$ cat src/rtl/ibus_responder.sv
// Instruction-pair fetch responder: turns one 64-bit fetch request into two
// sequential single-word memory reads and returns both words together.
module ibus_responder (
  input  logic        clk,
  input  logic        resetn,
  input  logic        ireq_valid,
  input  logic [31:0] ireq_addr,
  output logic        iresp_addr_ok,
  output logic        iresp_data_ok,
  output logic [63:0] iresp_data,
  output logic        mem_req,
  output logic [31:0] mem_addr,
  input  logic        mem_ready,
  input  logic        mem_rvalid,
  input  logic [31:0] mem_rdata
);

  typedef enum logic [2:0] {
    IDLE  = 3'd0,
    REQ0  = 3'd1,
    WAIT0 = 3'd2,
    REQ1  = 3'd3,
    WAIT1 = 3'd4,
    RESP  = 3'd5
  } state_t;

  state_t      state;
  logic [31:0] base_addr;
  logic [31:0] aligned_addr;

  assign aligned_addr  = {ireq_addr[31:2], 2'b00};
  assign iresp_addr_ok = (state == IDLE) && ireq_valid;

  // mem_req is asserted on entry to REQ0/REQ1 so it is registered yet aligned with the state.
  always_ff @(posedge clk) begin
    if (!resetn) begin
      state         <= IDLE;
      base_addr     <= 32'h0;
      iresp_data_ok <= 1'b0;
      iresp_data    <= 64'h0;
      mem_req       <= 1'b0;
      mem_addr      <= 32'h0;
    end else begin
      case (state)
        IDLE: begin
          if (ireq_valid) begin
            base_addr <= aligned_addr;
            mem_addr  <= aligned_addr;
            mem_req   <= 1'b1;
            state     <= REQ0;
          end
        end
        REQ0: begin
          if (mem_ready) begin
            mem_req <= 1'b0;
            state   <= WAIT0;
          end
        end
        WAIT0: begin
          if (mem_rvalid) begin
            iresp_data[31:0] <= mem_rdata;
            mem_addr         <= base_addr + 32'd4;  // wraps naturally at 2^32
            mem_req          <= 1'b1;
            state            <= REQ1;
          end
        end
        REQ1: begin
          if (mem_ready) begin
            mem_req <= 1'b0;
            state   <= WAIT1;
          end
        end
        WAIT1: begin
          if (mem_rvalid) begin
            iresp_data[63:32] <= mem_rdata;
            iresp_data_ok     <= 1'b1;
            state             <= RESP;
          end
        end
        RESP: begin
          iresp_data_ok <= 1'b0;
          state         <= IDLE;
        end
        default: begin
          iresp_data_ok <= 1'b0;
          mem_req       <= 1'b0;
          state         <= IDLE;
        end
      endcase
    end
  end

endmodule

$ cat config.mk
export PLATFORM = sky130hd
export DESIGN_NAME = ibus_responder
export DESIGN_NICKNAME = d
export VERILOG_FILES = /design/src/rtl/ibus_responder.sv
export SDC_FILE = /design/constraint.sdc
export NUM_CORES = 1
export LEC_CHECK = 0
export CAP_MARGIN = 5
export CELL_PAD_IN_SITES_DETAIL_PLACEMENT = 1
export CELL_PAD_IN_SITES_GLOBAL_PLACEMENT = 2
export CORE_UTILIZATION = 26
export DETAILED_ROUTE_END_ITERATION = 10
export PLACE_DENSITY_LB_ADDON = 0.1
export SYNTH_ARGS = -nofsm -noshare
export SYNTH_HDL_FRONTEND = slang
export SYNTH_SLANG_ARGS = --single-unit
$ cat constraint.sdc
create_clock -name clk -period 2.6 [get_ports clk]
set_clock_uncertainty 0.15 [all_clocks]
set_input_delay 0.78 -clock clk [delete_from_list [all_inputs] [get_ports clk]]
set_output_delay 0.78 -clock clk [all_outputs]
set_load 0.005 [all_outputs]
==> results of run 1 <==
## what timing repair did
item,CTS,global route
hold buffers,0,0
setup endpoints to repair,1,0
resized for setup,7,0
## where the power goes
part	switching [uW]	internal (uW)
sequential	80.5	2070
combinational	326	340
clock	912	1830
## cell families (layout without fill, tap and decap cells)
logic type | count (synthesis) | count (layout) | synth area share
xor+xnor | 26 | 26 | 0.0422
other cells | 1 | 2 | 0.000696
simple gates | 316 | 316 | 0.259
flops | 129 | 129 | 0.479
mux | 3 | 3 | 0.00580
compound gates | 159 | 159 | 0.165
buf+inv | 58 | 228 | 0.0467
fa+ha+maj | 1 | 1 | 0.00232
## sequential cells by signal, summed over array words and instances, names as in the netlist
signal         cells
state              3
base_addr         30
iresp_data_ok      1
mem_req            1
mem_addr          30
iresp_data        64
## metrics by stage
stage                     utilization  cells  hold slack, ns  power, uW
after floorplan                     -    694           0.298       2480
after global placement          0.365   1102           0.290       2850
after detailed placement        0.365   1102           0.296       2870
after CTS                       0.399   1134           0.305       5640
after global routing            0.399   1134           0.321       5790
final                           0.399   1134           0.303       5560
## layer usage
layer	vias up	share of wire	wire length, um	track usage
li1	2644	-	-	-
met1	2627	0.45	8430	0.216
met2	131	0.50	9360	0.321
met3	10	0.043	799	0.0426
met4	0	0.0089	166	0.0422
met5	-	0	0	0
## synth_stat cells (all sizes together) (2+ instances only)
library cell and number:
buf 18, or3 7, xor2 10, nand2 217
o211ai 8, xnor2 16, o22ai 6, mux2i 2
a21oi 112, clkbuf 34, inv 6, a22oi 6
nand4 7, nor2 29, o21a 3, o21ai 12
and3 8, a211o 2, a211oi 2, nor4 8
nand3 15, a32oi 2, nand2b 4, nor3 9
dfxtp 129, and4 4, nor3b 2, and2 3
## final timing paths
path | start | to | slack [ns] | cells after the start
setup / recovery | ireq_valid | iresp_addr_ok | 0.07 | 5
setup reg to reg | base_addr[2]$_SDFFE_PN0P_ | mem_addr[22]$_SDFFE_PN0P_ | 0.32 | 6
hold reg to reg | iresp_data[10]$_SDFFE_PN0P_ | iresp_data[10]$_SDFFE_PN0P_ | 0.30 | 2
hold / removal | iresp_data[10]$_SDFFE_PN0P_ | iresp_data[10]$_SDFFE_PN0P_ | 0.30 | 2
## final cells by class
| type | instances | area share |
|---|---|---|
| tap | 270 | 0.0418 |
| multi-input combinational | 507 | 0.318 |
| sequential | 129 | 0.319 |
| inverter | 6 | 0.00294 |
| timing repair buffer | 190 | 0.234 |
| clock buffer | 19 | 0.0547 |
| clock inverter | 13 | 0.0289 |
## tightest hold or removal path: stages (launching register included)
cell	delay, ns
sky130_fd_sc_hd__dfxtp_1	0.30
sky130_fd_sc_hd__nand2_1	0.05
sky130_fd_sc_hd__a21oi_1	0.05
==> reports/results.txt, run 1 <==
VDD sags by at most 0.000407 V. The synthesized area per cell was 7.78 um2. The logs give 0.41 ns for the latest clock arrival within the worst-skew pair and 2 for the number of buffers on the longest clock path. The total count of hold-check failures in the final report came out at 0. Setup violations remaining at the end of the flow were counted as 0. The synthesis warning total is 0, and the final worst slack is 0.0738 ns. 0 antenna diodes ended up in the layout.

The worst setup path is launched from an input port. Data arrives at the worst endpoint at 1.60 ns. The total global routing track utilization is 0.180. In this run the tool buffered the top-level ports with 163 buffer cells. Among all stages on the critical path, the largest delay is contributed by sky130_fd_sc_hd__or3_4. Number of ports placed on the die boundary: 168. For the max-slew headroom at the worst pin, the log shows 0.661. Instance count of the mapped netlist: 693. For the sequential area share after synthesis, the log shows 0.479. The share of layout cells above drive strength 1 came out at 0.0810.

Counting flops with a built-in enable in the synthesized netlist gives 0. In the layout the commonest cells are 217 x sky130_fd_sc_hd__nand2_1, 161 x sky130_fd_sc_hd__clkdlybuf4s50_1, 129 x sky130_fd_sc_hd__dfxtp_1. In the final routed layout, each cell accounts on average for 16.5 um.

The die span in x is 146 um, and the number of search-and-repair iterations in the first detailed-routing pass is 4. The first routing iteration left 172 violations. Summed over all nets, the half-perimeter wirelength after detailed placement is 13200 um. After clock tree synthesis, the setup repair step added 0 buffers. The tools report the type of destination of the critical path as an output port. The share of async-settable or async-resettable flops after synthesis was 0. After clock tree synthesis, the clock-pin slew on the worst setup and hold paths is 0.05 ns. The final number of max-transition violations is 0, and the first-pass GRT wire length is 30100 um. After detailed placement, the total cell area comes to 7410 um2. Main flop type after synthesis: sky130_fd_sc_hd__dfxtp_1. The count of fill cells added during filler insertion is 2413, and the delay of the slowest cell on the worst path is 0.34 ns. The clock root buffer was sky130_fd_sc_hd__clkbuf_16.

For this run, design rule violations remaining after detail routing come to 0. The logs give 52 for the maximum number of pins on one net before global-route repair and 17 for the clock buffer count from CTS. The leakage power total is 0.00278 uW.

The die covers 21300 um2. The cell area power density works out to 687 nW/um2. The tools report the number of H-tree levels as 4. Ranked by total cell area, the synthesized netlist is headed by sky130_fd_sc_hd__dfxtp_1 48%, sky130_fd_sc_hd__nand2_1 15%, sky130_fd_sc_hd__a21oi_1 10%.

The classification of the worst-slack hold path is flop to flop. The flow ran to the end, and the final reports show no timing, DRC or antenna violations. The library cell occupying the most area in the post-synthesis netlist is sky130_fd_sc_hd__dfxtp_1. Leaving out fill and tap cells, the most frequent cell in the layout is sky130_fd_sc_hd__nand2_1.

TritonCTS built the clock tree. Core footprint: 20300 um2. The number of different library cells used by synthesis comes to 46. The detailed router placed 5412 vias in this run.

The combined buffer and inverter count along the critical path came out at 3. From synthesis to final layout, the design area changed by 50.1%. Wires add up to 18800 um.

In the final layout, flip-flops and latches occupy 2580 um2. Data on the critical path is required at its endpoint by 1.67 ns. At the end of routability-driven placement, the weighted congestion stood at 0.744.

The ratio of final minimum period to clock period is 0.972, and the upper clock frequency limit is 396 MHz. The kind of cell with the highest combined delay along the critical path is simple AND/OR/NAND/NOR gates. The number of antenna violations at the first check in global routing came out at 0.

The initial cell density of the core was 0.266; the final net count was 921. The tools report the total grt overflow as 0. The number of standard-cell rows in the floorplan was 52. Number of storage elements in the synthesis netlist: 129. The critical setup path kind is input port to output port. The cell area after technology mapping was 5390 um2. The actual slew at the worst max-slew pin is 0.505 ns, and the top cell type's share of synthesized area is 0.479. Final-layout setup total negative slack: 0 ns.

The post-route cell area came out at 8090 um2. For the minimum setup slack after placement, the log shows -0.639 ns. Walking the worst path, the cells encountered are dlygate4sd2_1 > nand2b_1 > or3_4 > inv_2 > buf_6.

The detail route stage leaves a number of antenna-violating nets equal to 0. The clock sink count was 129. Across the run, the number of max-cap violations was 0. Summing all multi-input logic gate instances after layout gives 2570 um2. The via count of the first global-routing pass was 5786; the via count normalized by instance count was 4.77.

Setup repair after global routing left no endpoint under its margin. The final period demand of the worst path is 2.53 ns, and the die span in y is 146 um. In this run the worst path has a maximum fanout of 2.
(Power assumes the default switching activity.)
==> inputs of run 2 (changes only) <==
- CAP_MARGIN: 5 -> 10
- CTS_CLUSTER_DIAMETER: default -> 50
- RECOVER_POWER: default -> 100
==> run 2 against run 1 <==
  * Cell area down 0.65%
  * Flip-flop and latch count unchanged
  * Sequential power about the same
  * Non-clock buffer count unchanged
  * Critical path type unchanged
  * Largest power group unchanged
==> reports/results.txt, run 2 (synthesis results as in run 1) <==
The tools report the nature of the critical path startpoint as an input port (unchanged). The cell area power density came out at 688 nW/um2 (was 687 nW/um2). The tools report the total DRC errors in the routed layout as 0 (unchanged). Core footprint: 20300 um2 (unchanged).

The logs give 2 (unchanged) for the number of buffers on the longest clock path and 1320 uW (about the same) for the switching component of the power. Number of search-and-repair iterations in the first detailed-routing pass: 4 (unchanged). Clock root buffer: sky130_fd_sc_hd__clkbuf_16 (unchanged).

Setup repair after global routing left no endpoint under its margin. The last weighted congestion value of the routability-driven placer was 0.744 (unchanged). The die span in x was 146 um (unchanged); the diode insertion count for antenna repair was 0 (unchanged).

The via count normalized by instance count came out at 4.77 (about the same). The biggest fanout along the worst timing path was 2 (unchanged); the number of endpoints failing setup at the final stage was 0 (unchanged). The final wirelength came out at 18700 um (was 18800 um). The tools report the maximum number of pins on one net before global-route repair as 52 (unchanged). The tools report the non-filler instance count after layout as 1134 (unchanged). The routed length per placed instance works out to 16.5 um (about the same).

The clock sink count is 129 (unchanged), and the final net count is 921 (unchanged). The total internal power came out at 4210 uW (was 4240 uW). Final period demand of the worst path: 2.52 ns (was 2.53 ns). The run gives 168 (unchanged) as the number of ports placed on the die boundary.

TritonCTS built the clock tree. For the data required time of the critical path, the log shows 1.67 ns (about the same). The upper clock frequency limit was 396 MHz (about the same); the area growth from synthesis to layout was 49.1% (was 50.1%).

The maximum vdd drop is 0.000407 V (about the same). The ratio of final minimum period to clock period is 0.970 (was 0.972), and the total grt overflow is 0 (unchanged). Registers with the most flip-flops: iresp_data x64, base_addr x30, mem_addr x30 (unchanged).

The number of violations reported at the end of detailed-routing iteration 0 was 158 (was 172). The tools report the routed via count as 5404 (was 5412). The classification of the worst-slack hold path is flop to flop (unchanged).

The final-layout setup total negative slack is 0 ns (unchanged). The run gives 0.41 ns (about the same) as the latest clock arrival within the worst-skew pair. The logs give 0 (unchanged) for the total count of hold-check failures in the final report and 5530 uW (was 5560 uW) for the total power after layout.

The estimated wirelength of the detail-placed design was 13200 um (unchanged); the actual slew at the worst max-slew pin was 0.946 ns (was 0.505 ns). Area of the die: 21300 um2 (unchanged). The number of standard-cell rows in the floorplan is 52 (unchanged), and the post-route cell area is 8040 um2 (was 8090 um2). For the max-slew headroom at the worst pin, the log shows 0.369 (was 0.661). The run gives 4 (unchanged) as the number of H-tree levels.

The final number of max-transition violations is 0 (unchanged), and the fraction of power spent switching nets is 0.238 (was 0.237). The count of buffers inserted at the top-level ports was 163 (unchanged); the part of the total power dissipated in combinational logic was 0.115 (was 0.120). The run gives 30100 um (unchanged) as the first-pass GRT wire length. The tools report the utilization of the core after routing as 0.396 (was 0.399). The tools report the number of antenna violations at the first check in global routing as 0 (unchanged). The tools report the type of destination of the critical path as an output port (unchanged). The post-cts hold buffer count is 0 (unchanged). The most common library cell in the layout ignoring fill and taps is sky130_fd_sc_hd__nand2_1 (unchanged). For the residual antenna-violating net count after detailed routing, the log shows 0 (unchanged). Register containing the most flip-flops in the final layout: iresp_data (unchanged). The initial cell density of the core was 0.266 (unchanged); the via count of the first global-routing pass was 5786 (unchanged).

The logs give 17 (unchanged) for the clock buffer count from CTS and 1.59 ns (was 1.60 ns) for the signal arrival time at the worst endpoint. The leakage power total is 0.00306 uW (was 0.00278 uW), and the die span in y is 146 um (unchanged). The tools report the fraction of power consumed by sequential logic as 0.389 (was 0.388).

The critical setup path kind is input port to output port (unchanged). The tools report the total placed instance area as 7410 um2 (unchanged). The run finished with clean final reports.

The run gives 0 (unchanged) as the max-cap check violation count. The number of flip-flops under the largest register name came out at 64 (unchanged). Total global routing track utilization: 0.180 (unchanged). The share of layout cells above drive strength 1 was 0.0729 (was 0.0810). The clock-pin transition on the worst setup and hold timing paths works out to 0.05 ns (about the same). Commonest cells after routing, fill and taps aside: 217 x sky130_fd_sc_hd__nand2_1, 129 x sky130_fd_sc_hd__dfxtp_1, 112 x sky130_fd_sc_hd__a21oi_1 (was 217 x sky130_fd_sc_hd__nand2_1, 161 x sky130_fd_sc_hd__clkdlybuf4s50_1, 129 x sky130_fd_sc_hd__dfxtp_1). The run gives 1102 (unchanged) as the number of cells after detailed placement. The tools report the proportion of power drawn by the clock network as 0.496 (was 0.493).
-- run 2: cell count changes in the layout (fill, tap and decap cells not counted), sizes merged --
| cell | before | now |
|---|---|---|
| clkdlybuf4s50 | 161 | 64 |
| dlygate4sd3 | 0 | 97 |
| clkinv | 5 | 4 |
| clkbuf | 19 | 26 |
| buf | 28 | 21 |
| clkinvlp | 3 | 4 |
-- run 2: layer usage --
metal / share of wire / GRT usage / up-vias / wire length [um]
met5: 0 / 0 / - / 0
met4: 0.0089 / 0.0422 / 0 / 166
met3: 0.039 / 0.0426 / 10 / 725
met2: 0.50 / 0.321 / 126 / 9330
met1: 0.45 / 0.216 / 2623 / 8520
li1: - / - / 2645 / -
-- run 2: per-stage QoR --
step | setup slack (ns) | hold WS [ns]
after floorplan | 0.113 | 0.298
after detailed placement | -0.639 | 0.296
after global placement | -0.658 | 0.290
after CTS | 0.0620 | 0.305
final | 0.0775 | 0.299
after global routing | 0.0301 | 0.318
-- run 2: layout make-up --
class	instances	area (um2)
sequential	129	2580
clock inverter	13	234
inverter	6	23.8
timing repair buffer	190	1850
tap	270	338
clock buffer	19	443
multi-input combinational	507	2570
fill	2420	12300
-- run 2: timing repair --
action | CTS | global route
gates resized for setup | 7 | 0
setup buffers | 0 | 0
setup endpoints to repair | 1 | 0
-- run 2: final timing paths --
kind,from,cells past startpoint,slack (ns),end
worst max-delay path,ireq_valid,5,0.08,iresp_addr_ok
worst min-delay path,iresp_data[10]$_SDFFE_PN0P_,2,0.30,iresp_data[10]$_SDFFE_PN0P_
worst max register to register,base_addr[2]$_SDFFE_PN0P_,6,0.34,mem_addr[16]$_SDFFE_PN0P_
worst min register to register,iresp_data[10]$_SDFFE_PN0P_,2,0.30,iresp_data[10]$_SDFFE_PN0P_
-- run 2: power by group through the flow --
stage               combinational [uW]  clock [uW]  sequential, uW
floorplan                          296           0            2180
CTS                                678        2810            2160
finish                             637        2740            2150
global route                       699        2900            2170
global placement                   658           0            2190
detailed placement                 672           0            2200
-- run 2: critical path, cell delays in order --
cell	delay (ns)
sky130_fd_sc_hd__dlygate4sd2_1	0.21
sky130_fd_sc_hd__nand2b_1	0.08
sky130_fd_sc_hd__or3_4	0.34
sky130_fd_sc_hd__inv_2	0.08
sky130_fd_sc_hd__buf_6	0.10
